--- config.mk ---
export PLATFORM = sky130hd
export DESIGN_NAME = uart_cmd_rx
export DESIGN_NICKNAME = d
export VERILOG_FILES = /design/src/rtl/uart_cmd_rx.sv
export SDC_FILE = /design/constraint.sdc
export NUM_CORES = 1
export LEC_CHECK = 0
export CAP_MARGIN = 40
export CORE_ASPECT_RATIO = 1.5
export CORE_MARGIN = 2
export CORE_UTILIZATION = 59
export DETAILED_ROUTE_END_ITERATION = 7
export PLACE_DENSITY = 0.9
export RECOVER_POWER = 25
export SLEW_MARGIN = 20
export SYNTH_ARGS = -nofsm -noshare
export SYNTH_HDL_FRONTEND = slang
export SYNTH_SLANG_ARGS = --single-unit
--- constraint.sdc ---
create_clock -name clki -period 3.9 [get_ports clki]
set_clock_uncertainty 0.05 [all_clocks]
set_input_delay 0.585 -clock clki [delete_from_list [all_inputs] [get_ports clki]]
set_output_delay 0.585 -clock clki [all_outputs]
set_load 0.1 [all_outputs]
--- src/rtl/uart_cmd_rx.sv ---
//------------------------------------------------------------------------------
// uart_cmd_rx
//
// Serial command receiver for the host link. Deserializes 8N1 bytes from the
// host (8E1 when UART_CMD_RX_PARITY_EN is defined) and decodes the
// nibble-packed command protocol into one-cycle command strobes.
//
// Each received byte is split into an opcode (low nibble) and a data
// nibble n (high nibble):
//   0x0      SET_INDEX  select line n (if n < NUM_LINES), strobe opcode 0
//   0x1      PUSH       shift n into the 16-bit value accumulator
//   0x2-0x7  command    strobe with value {acc[11:0], n}, then clear acc
//   0x8-0xF  reserved   cmd_error, clear acc
//
// Optional feature macro: UART_CMD_RX_PARITY_EN
//   Adds an even-parity bit between the data bits and the stop bit, and the
//   parity_error output. Bytes that fail parity are never decoded.
//
// Ports:
//   clki          in   system clock, all logic on the rising edge
//   reset         in   synchronous active-high reset
//   rx            in   serial input, idle high, asynchronous to clki
//   byte_valid    out  one-cycle pulse per correctly framed byte
//   byte_data     out  [7:0]  last received byte, held
//   cmd_valid     out  one-cycle command strobe
//   cmd_opcode    out  [3:0]  opcode of the last strobed command, held
//   cmd_index     out  [3:0]  current line index register
//   cmd_value     out  [15:0] value of the last strobed command, held
//   frame_error   out  one-cycle pulse on a bad stop bit
//   cmd_error     out  one-cycle pulse on an illegal command
//   busy          out  high while a frame is in progress
//   parity_error  out  one-cycle pulse on a parity failure (parity build only)
//------------------------------------------------------------------------------
`timescale 1ns/1ps

module uart_cmd_rx #(
    parameter int CLK_FREQUENCY = 500000000,
    parameter int BAUD_RATE     = 57600,
    parameter int NUM_LINES     = 4
) (
    input  logic        clki,
    input  logic        reset,
    input  logic        rx,
    output logic        byte_valid,
    output logic [7:0]  byte_data,
    output logic        cmd_valid,
    output logic [3:0]  cmd_opcode,
    output logic [3:0]  cmd_index,
    output logic [15:0] cmd_value,
    output logic        frame_error,
    output logic        cmd_error,
    output logic        busy
`ifdef UART_CMD_RX_PARITY_EN
    ,
    output logic        parity_error
`endif
);

    localparam int DIV   = CLK_FREQUENCY / BAUD_RATE;
    localparam int CNT_W = (DIV > 2) ? $clog2(DIV) : 1;

    localparam logic [CNT_W-1:0] HALF_LOAD = CNT_W'(DIV / 2 - 1);
    localparam logic [CNT_W-1:0] FULL_LOAD = CNT_W'(DIV - 1);
    localparam logic [CNT_W-1:0] CNT_ONE   = CNT_W'(1);
    localparam logic [4:0]       LINES_W   = 5'(NUM_LINES);

    // Oversampling below 8 cannot place the sample point reliably mid-bit.
    if (DIV < 8) begin : gDivCheck
        $error("uart_cmd_rx: CLK_FREQUENCY/BAUD_RATE must be >= 8");
    end
    if (NUM_LINES > 16 || NUM_LINES < 1) begin : gLinesCheck
        $error("uart_cmd_rx: NUM_LINES must be in 1..16");
    end

    typedef enum logic [2:0] {
        IDLE,
        START,
        DATA,
        STOP,
        WAIT_IDLE
`ifdef UART_CMD_RX_PARITY_EN
        ,
        PARITY
`endif
    } state_t;

    state_t            state_q;
    logic              rxMeta_q;
    logic              rxSync_q;
    logic [CNT_W-1:0]  cnt_q;
    logic [2:0]        bitCnt_q;
    logic [7:0]        shift_q;
    logic [15:0]       acc_q;
    logic              byteValid_q;
    logic [7:0]        byteData_q;
    logic              cmdValid_q;
    logic [3:0]        cmdOpcode_q;
    logic [3:0]        cmdIndex_q;
    logic [15:0]       cmdValue_q;
    logic              frameError_q;
    logic              cmdError_q;

    logic [3:0]        rxOpcode;
    logic [3:0]        rxNibble;
    logic [15:0]       pushedValue;
    logic              decodeOk;

    assign rxOpcode    = shift_q[3:0];
    assign rxNibble    = shift_q[7:4];
    assign pushedValue = {acc_q[11:0], rxNibble};

`ifdef UART_CMD_RX_PARITY_EN
    logic parityOk_q;
    logic parityError_q;
    assign decodeOk     = parityOk_q;
    assign parity_error = parityError_q;
`else
    assign decodeOk = 1'b1;
`endif

    // Two-flop synchronizer for the asynchronous serial line; idles high so a
    // reset never looks like a start bit.
    always_ff @(posedge clki) begin
        if (reset) begin
            rxMeta_q <= 1'b1;
            rxSync_q <= 1'b1;
        end else begin
            rxMeta_q <= rx;
            rxSync_q <= rxMeta_q;
        end
    end

    // Receive FSM, baud timing and command decoder. The decoder runs on the
    // same edge that accepts the stop bit so byte_valid and cmd_valid/cmd_error
    // appear together. Returning to IDLE at mid-stop-bit leaves half a bit of
    // margin to catch a start bit that follows with no idle gap.
    always_ff @(posedge clki) begin
        if (reset) begin
            state_q      <= IDLE;
            cnt_q        <= '0;
            bitCnt_q     <= '0;
            shift_q      <= '0;
            acc_q        <= '0;
            byteValid_q  <= 1'b0;
            byteData_q   <= '0;
            cmdValid_q   <= 1'b0;
            cmdOpcode_q  <= '0;
            cmdIndex_q   <= '0;
            cmdValue_q   <= '0;
            frameError_q <= 1'b0;
            cmdError_q   <= 1'b0;
`ifdef UART_CMD_RX_PARITY_EN
            parityOk_q    <= 1'b0;
            parityError_q <= 1'b0;
`endif
        end else begin
            byteValid_q  <= 1'b0;
            cmdValid_q   <= 1'b0;
            frameError_q <= 1'b0;
            cmdError_q   <= 1'b0;
`ifdef UART_CMD_RX_PARITY_EN
            parityError_q <= 1'b0;
`endif
            case (state_q)
                IDLE: begin
                    if (!rxSync_q) begin
                        cnt_q   <= HALF_LOAD;
                        state_q <= START;
                    end
                end

                START: begin
                    if (cnt_q == '0) begin
                        if (rxSync_q) begin
                            // Low pulse shorter than half a bit: a glitch.
                            state_q <= IDLE;
                        end else begin
                            cnt_q    <= FULL_LOAD;
                            bitCnt_q <= '0;
                            state_q  <= DATA;
                        end
                    end else begin
                        cnt_q <= cnt_q - CNT_ONE;
                    end
                end

                DATA: begin
                    if (cnt_q == '0) begin
                        shift_q <= {rxSync_q, shift_q[7:1]};
                        cnt_q   <= FULL_LOAD;
                        if (bitCnt_q == 3'd7) begin
`ifdef UART_CMD_RX_PARITY_EN
                            state_q <= PARITY;
`else
                            state_q <= STOP;
`endif
                        end else begin
                            bitCnt_q <= bitCnt_q + 3'd1;
                        end
                    end else begin
                        cnt_q <= cnt_q - CNT_ONE;
                    end
                end

`ifdef UART_CMD_RX_PARITY_EN
                PARITY: begin
                    if (cnt_q == '0) begin
                        // Even parity: data bits plus parity bit XOR to zero.
                        parityOk_q <= ~(^shift_q ^ rxSync_q);
                        cnt_q      <= FULL_LOAD;
                        state_q    <= STOP;
                    end else begin
                        cnt_q <= cnt_q - CNT_ONE;
                    end
                end
`endif

                STOP: begin
                    if (cnt_q == '0) begin
`ifdef UART_CMD_RX_PARITY_EN
                        parityError_q <= ~parityOk_q;
`endif
                        if (!rxSync_q) begin
                            frameError_q <= 1'b1;
                            state_q      <= WAIT_IDLE;
                        end else begin
                            state_q <= IDLE;
                            if (decodeOk) begin
                                byteValid_q <= 1'b1;
                                byteData_q  <= shift_q;
                                if (rxOpcode == 4'h0) begin
                                    if ({1'b0, rxNibble} < LINES_W) begin
                                        cmdIndex_q  <= rxNibble;
                                        cmdValid_q  <= 1'b1;
                                        cmdOpcode_q <= 4'h0;
                                        cmdValue_q  <= {12'h000, rxNibble};
                                    end else begin
                                        cmdError_q <= 1'b1;
                                    end
                                end else if (rxOpcode == 4'h1) begin
                                    acc_q <= pushedValue;
                                end else if (!rxOpcode[3]) begin
                                    cmdValid_q  <= 1'b1;
                                    cmdOpcode_q <= rxOpcode;
                                    cmdValue_q  <= pushedValue;
                                    acc_q       <= '0;
                                end else begin
                                    cmdError_q <= 1'b1;
                                    acc_q      <= '0;
                                end
                            end
                        end
                    end else begin
                        cnt_q <= cnt_q - CNT_ONE;
                    end
                end

                WAIT_IDLE: begin
                    // Hold off during a break so it yields a single frame_error.
                    if (rxSync_q) begin
                        state_q <= IDLE;
                    end
                end

                default: state_q <= IDLE;
            endcase
        end
    end

    assign byte_valid  = byteValid_q;
    assign byte_data   = byteData_q;
    assign cmd_valid   = cmdValid_q;
    assign cmd_opcode  = cmdOpcode_q;
    assign cmd_index   = cmdIndex_q;
    assign cmd_value   = cmdValue_q;
    assign frame_error = frameError_q;
    assign cmd_error   = cmdError_q;
    assign busy        = (state_q != IDLE);

endmodule

# Word level (Yosys, flattened, before mapping)
# Cells that the tools add are included.
# W data, S select, Z words.
[word_totals]
register_bits = 78
input_bits = 3
output_inout_bits = 37
wordCells = 96
[op_classes]
addsub = 2
order_cmp = 1
n_eq_ne = 19
mux = 39
bitwise_logic = 4
n_reduce_logical = 16
[op_table]
columns = ["op", "count"]
rows = [
  ["$mux W14", 5],
  ["$mux W16", 4],
  ["$pmux W14 S4", 1],
  ["$mux W3", 11],
  ["$ne A2 B2 Y1 const B", 10],
  ["$mux W4", 4],
  ["$pmux W3 S5", 1],
  ["$logic_not A14 Y1", 1],
  ["$sub A14 B1 Y14 const B", 1],
  ["$mux W12", 1],
  ["$reduce_and A6 Y1", 2],
  ["$mux W1", 10],
  ["$reduce_and A5 Y1", 2],
  ["$reduce_and A4 Y1", 2],
  ["$eq A3 B2 Y1 const B", 2],
  ["$eq A3 B3 Y1 const B", 2],
  ["$pmux W3 S2", 1],
  ["$eq A4 B1 Y1 const B", 1],
  ["$logic_not A4 Y1", 1],
  ["$lt A4 B3 Y1 const B", 1],
  ["$ne A2 B1 Y1 const B", 2],
  ["$not A1 Y1", 4],
  ["$reduce_bool A4 Y1", 1],
  ["$reduce_or A4 Y1", 1],
  ["other kinds (10)", 10],
]

# Logic depth before layout (Yosys ltp)
[depth]
depth_word = 4
depth_mapped = 9
ltp_nobuf = 7

# Least setup slack after synthesis
# Ideal clock, no wire load.
[synth_timing]
kind = "register to register"
startpoint = "register cnt_q[2]"
endpoint = "register bitCnt_q[0]"
setup_ps = 70
arrival_time_ps = 2223
t_required_ps = 3780
path_slack_ps = 1556
stages_incl_launch_ff = 6
n_path_buf = 0
period_less_slack_ps = 2344
cell_sequence = "dfxtp_1 > or4_4 > or4b_4 > or3_4 > or3_1 > a21oi_1"
[synth_between]
elab_chain_len = 3
word_cells_on_any_way = 4
cone_classes = "2 x eq/ne; 2 x reduce/logical"
[synth_rtl]
columns = ["element", "line_no", "rtl"]
rows = [
  ["start, declared", "90", "logic [CNT_W-1:0] cnt_q;"],
  ["start signal, assigned", "183", "cnt_q <= cnt_q - CNT_ONE;"],
  ["start signal, assigned", "201", "cnt_q <= cnt_q - CNT_ONE;"],
  ["start signal, assigned", "254", "cnt_q <= cnt_q - CNT_ONE;"],
  ["$logic_not A14 Y1 (*)", "173, 188", ""],
  ["$ne A2 B2 Y1 (no line)", "-", ""],
  ["$reduce_and A5 Y1 (no line) (*)", "-", ""],
  ["end signal, assigned", "198", "bitCnt_q <= bitCnt_q + 3'd1;"],
  ["end, declared", "91", "logic [2:0] bitCnt_q;"],
]
# Mark *: on every way between the ends. The rest lies on a longest branch, timed or not.
# A chain may end at the register's enable or synchronous reset.

# Worst setup path in the final report
[layout_timing]
startpoint = "register cnt_q[1]"
endpoint = "register acc_q[2]"
[layout_between]
elab_chain_len = 2
[layout_rtl]
columns = ["element", "line_no", "rtl"]
rows = [
  ["$logic_not A14 Y1", "219", "if (cnt_q == '0) begin"],
  ["$reduce_and A4 Y1 (no line)", "-", ""],
  ["end signal, assigned", "241", "acc_q <= pushedValue;"],
  ["end, declared", "93", "logic [15:0] acc_q;"],
]
# Every way passes these cells.

==> run_results.csv <==
group,metric,value,unit
status,run_status,"finished, final reports clean",
cells_and_area,drive_above_1_share,9.93,%
die,initial_core_util,60.3,%
grt,grt_pass1_vias,3151,
cells_and_area,nets,456,
drt,antenna_left,0,
sta,drv_slew,0,
synthesis,syn-cell-area,3240,um2
drt,vias,3290,
power,power_density,395,nW/um2
die,core-area,5370,um2
sta,clock.fmax,328,MHz
die,die_area,6110,um2
synthesis,synthArstFlopShare,0,%
cells_and_area,syn_to_final_growth,25.8,%
grt,grt_use_total,32.3,%
cts,clock_latency,350,ps
drt,route.detailed.drc,0,
drt,firstDrtPassIters,5,
synthesis,synth_area_leaders,"dfxtp_1 (48%), a21oi_1 (7.6%), nand2_1 (5.8%), nor2_1 (3.7%), o21ai_0 (2.8%)",
sta,hold_viol,0,
die,io_pins,40,
synthesis,syn_inst,387,
setup_path,end_kind,"flop",
synthesis,yosysSeqAreaShare,47.6,%
flow_run,drv_cap,0,
power,clockPowerShare,36.2,%
cells_and_area,antennaDiodeCount,0,
synthesis,synth_cell_type_count,47,
sta,setup_slack,847,ps
cells_and_area,postLayoutCellArea,4080,um2
cells_and_area,nFillCells,329,
setup_path,critPathLaunchType,"flop",
drt,drt_iter0_markers,405,
die,die_y,94.8,um
placement,hpwl,6250,um
placement,routabilityCongestion,0.900,
synthesis,synth_edf_count,0,
cts,clkSlewWorstSetupHoldPaths,70,ps
power,power.switching,0.437,mW
setup_path,cp.required,4030,ps
power,internal-power,1.17,mW
synthesis,avgSynthCellArea,8.37,um2
setup_path,cp.arrival,3190,ps
cts,clock-sinks,77,
grt,grt_max_degree,53,
power,power.leakage,1.49,nW
sta,finalSetupTns,0,ps
power,irDropWorstVdd,0.324,mV
cts,root_buffer,"clkbuf_8",
die,chipWidth,64.5,um
cts,cts_tree,"yes",
placement,portBuffers,38,
synthesis,syn_nets,393,
power,p_comb_share,12.8,%
sta,period_share,78.3,%
sta,rsz0062_at_grt,"false",
grt,antenna_found_initial,0,
synthesis,synth_flop_cell,"dfxtp_1",
cts,post_cts_resized,0,
drt,wl_per_cell,17.9,um
cts,clockBufferDepth,2,
die,fp-row-count,33,
grt,grt_pass1_wl,15100,um
cts,ctsHoldBuffers,0,
cts,htreeDepth,3,
cts,postCtsSetupBuffers,0,
sta,setup_viol,0,
sta,tightest_slew,1220,ps
setup_path,cp_max_fo,12,
placement,dp_slack,914,ps
sta,slew_headroom,19.0,%
sta,fin_crit,3050,ps
synthesis,yosys.area.top_type,"dfxtp_1",
power,power_switching_share,27.1,%
grt,grt_overflow,0,
setup_path,path_class,"flop to flop",
drt,wirelength,9380,um
placement,place_area,4160,um2
cts,cts_inserted_buffers,9,
synthesis,synth_top_area_share,47.6,%
power,power_frac_seq,51.0,%
min_path,hold_path_class,"flop to flop",
drt,viasPerCell,6.29,
synthesis,synth_warnings,0,
synthesis,synth_seq_cells,77,
metal layers:
metal  up-vias  share of wire, %  global-route usage [%]
met5         -                 0                       0
met4         0               4.9                    19.0
met3        53               7.1                    7.27
met2       208                51                    58.0
met1      1530                37                    34.1
li1       1499                 -                       -
cell families (layout without fill, tap and decap cells):
family                   after synthesis  count (layout)  share of synthesized area [%]
other                                  1               1                          0.116
flip-flops                            77              77                           47.6
multiplexers                           8               8                           2.47
AO/OA/AOI/OAI                         96              96                           17.5
AND/OR/NAND/NOR                      164             164                           26.7
adder cells (fa/ha/maj)                3               3                           1.16
buffers and inverters                 38             104                           4.56
cells in the mapped netlist, drive strengths merged (6+ instances only):
| library cell | n |
|---|---|
| or3b | 8 |
| a21oi | 49 |
| inv | 12 |
| nor3 | 14 |
| o32ai | 8 |
| clkbuf | 21 |
| mux2i | 8 |
| nor4 | 6 |
| nand2 | 50 |
| o21ai | 18 |
| dfxtp | 77 |
| or3 | 12 |
| nor3b | 6 |
| nand3 | 10 |
| nor2 | 32 |
power groups by stage:
stage | clock, mW | sequential [mW] | combinational [mW]
global route | 0.613 | 0.822 | 0.225
floorplan | 0 | 0.831 | 0.154
detailed placement | 0 | 0.837 | 0.189
CTS | 0.585 | 0.820 | 0.194
global placement | 0 | 0.837 | 0.182
finish | 0.583 | 0.821 | 0.206
per-stage QoR:
step	hold slack [ps]	utilization (%)	power (mW)	instances
floorplan	339	-	0.984	387
global placement	349	67.5	1.02	472
detailed placement	346	77.6	1.03	508
CTS	367	81.0	1.60	522
global route	384	75.9	1.66	523
finish	366	75.9	1.61	523
path summary, 6_finish.rpt:
path / from / endpoint / slack [ps] / depth (start not counted)
min reg2reg: rxMeta_q$_SDFF_PP1_ / rxSync_q$_SDFF_PP1_ / 370 / 1
max: cnt_q[1]$_SDFFE_PP0P_ / acc_q[2]$_SDFFE_PP0P_ / 850 / 7
max reg2reg: cnt_q[1]$_SDFFE_PP0P_ / acc_q[2]$_SDFFE_PP0P_ / 850 / 7
min: rxMeta_q$_SDFF_PP1_ / rxSync_q$_SDFF_PP1_ / 370 / 1
registers in the layout, indices dropped and copies added, names as in the netlist:
register,flops
cmd_value,16
cnt_q,14
acc_q,12
byte_data,8
shift_q,8
cmd_index,4
bitCnt_q,3
cmd_opcode,3
state_q,3
byte_valid,1
cmd_error,1
cmd_valid,1
frame_error,1
rxMeta_q,1
rxSync_q,1
area by class of cell:
type	instances	area, um2	area share, %
Clock buffer	10	138	3.38
Tap cell	70	87.6	2.15
Multi-Input combinational cell	272	1550	38.0
Clock inverter	4	50.0	1.23
Inverter	12	45.0	1.11
Timing Repair Buffer	78	663	16.3
Sequential cell	77	1540	37.8
cells in the final DEF (no fill, tap or decap), types with 4 or more instances in the layout:
| cell | count |
|---|---|
| a21oi_1 | 49 |
| and3_1 | 5 |
| buf_8 | 11 |
| clkbuf_1 | 26 |
| clkbuf_8 | 10 |
| clkdlybuf4s50_1 | 37 |
| dfxtp_1 | 77 |
| inv_1 | 12 |
| mux2i_1 | 8 |
| nand2_1 | 50 |
| nand3_1 | 10 |
| nor2_1 | 32 |
| nor3_1 | 14 |
| nor3b_1 | 6 |
| nor4_1 | 6 |
| o21ai_0 | 18 |
| o22ai_1 | 5 |
| o32ai_1 | 8 |
| or2_2 | 4 |
| or3_1 | 11 |
| or3b_2 | 7 |
critical path, cell delays in order, from the launching register on:
cell and delay (ps):
dfxtp_1 330, inv_1 90, ha_1 220, or4b_1 490, nor2_1 300, and3_1 480, nor2b_1 700, o32ai_1 220
No activity file was read; power rests on OpenSTA's default activity.
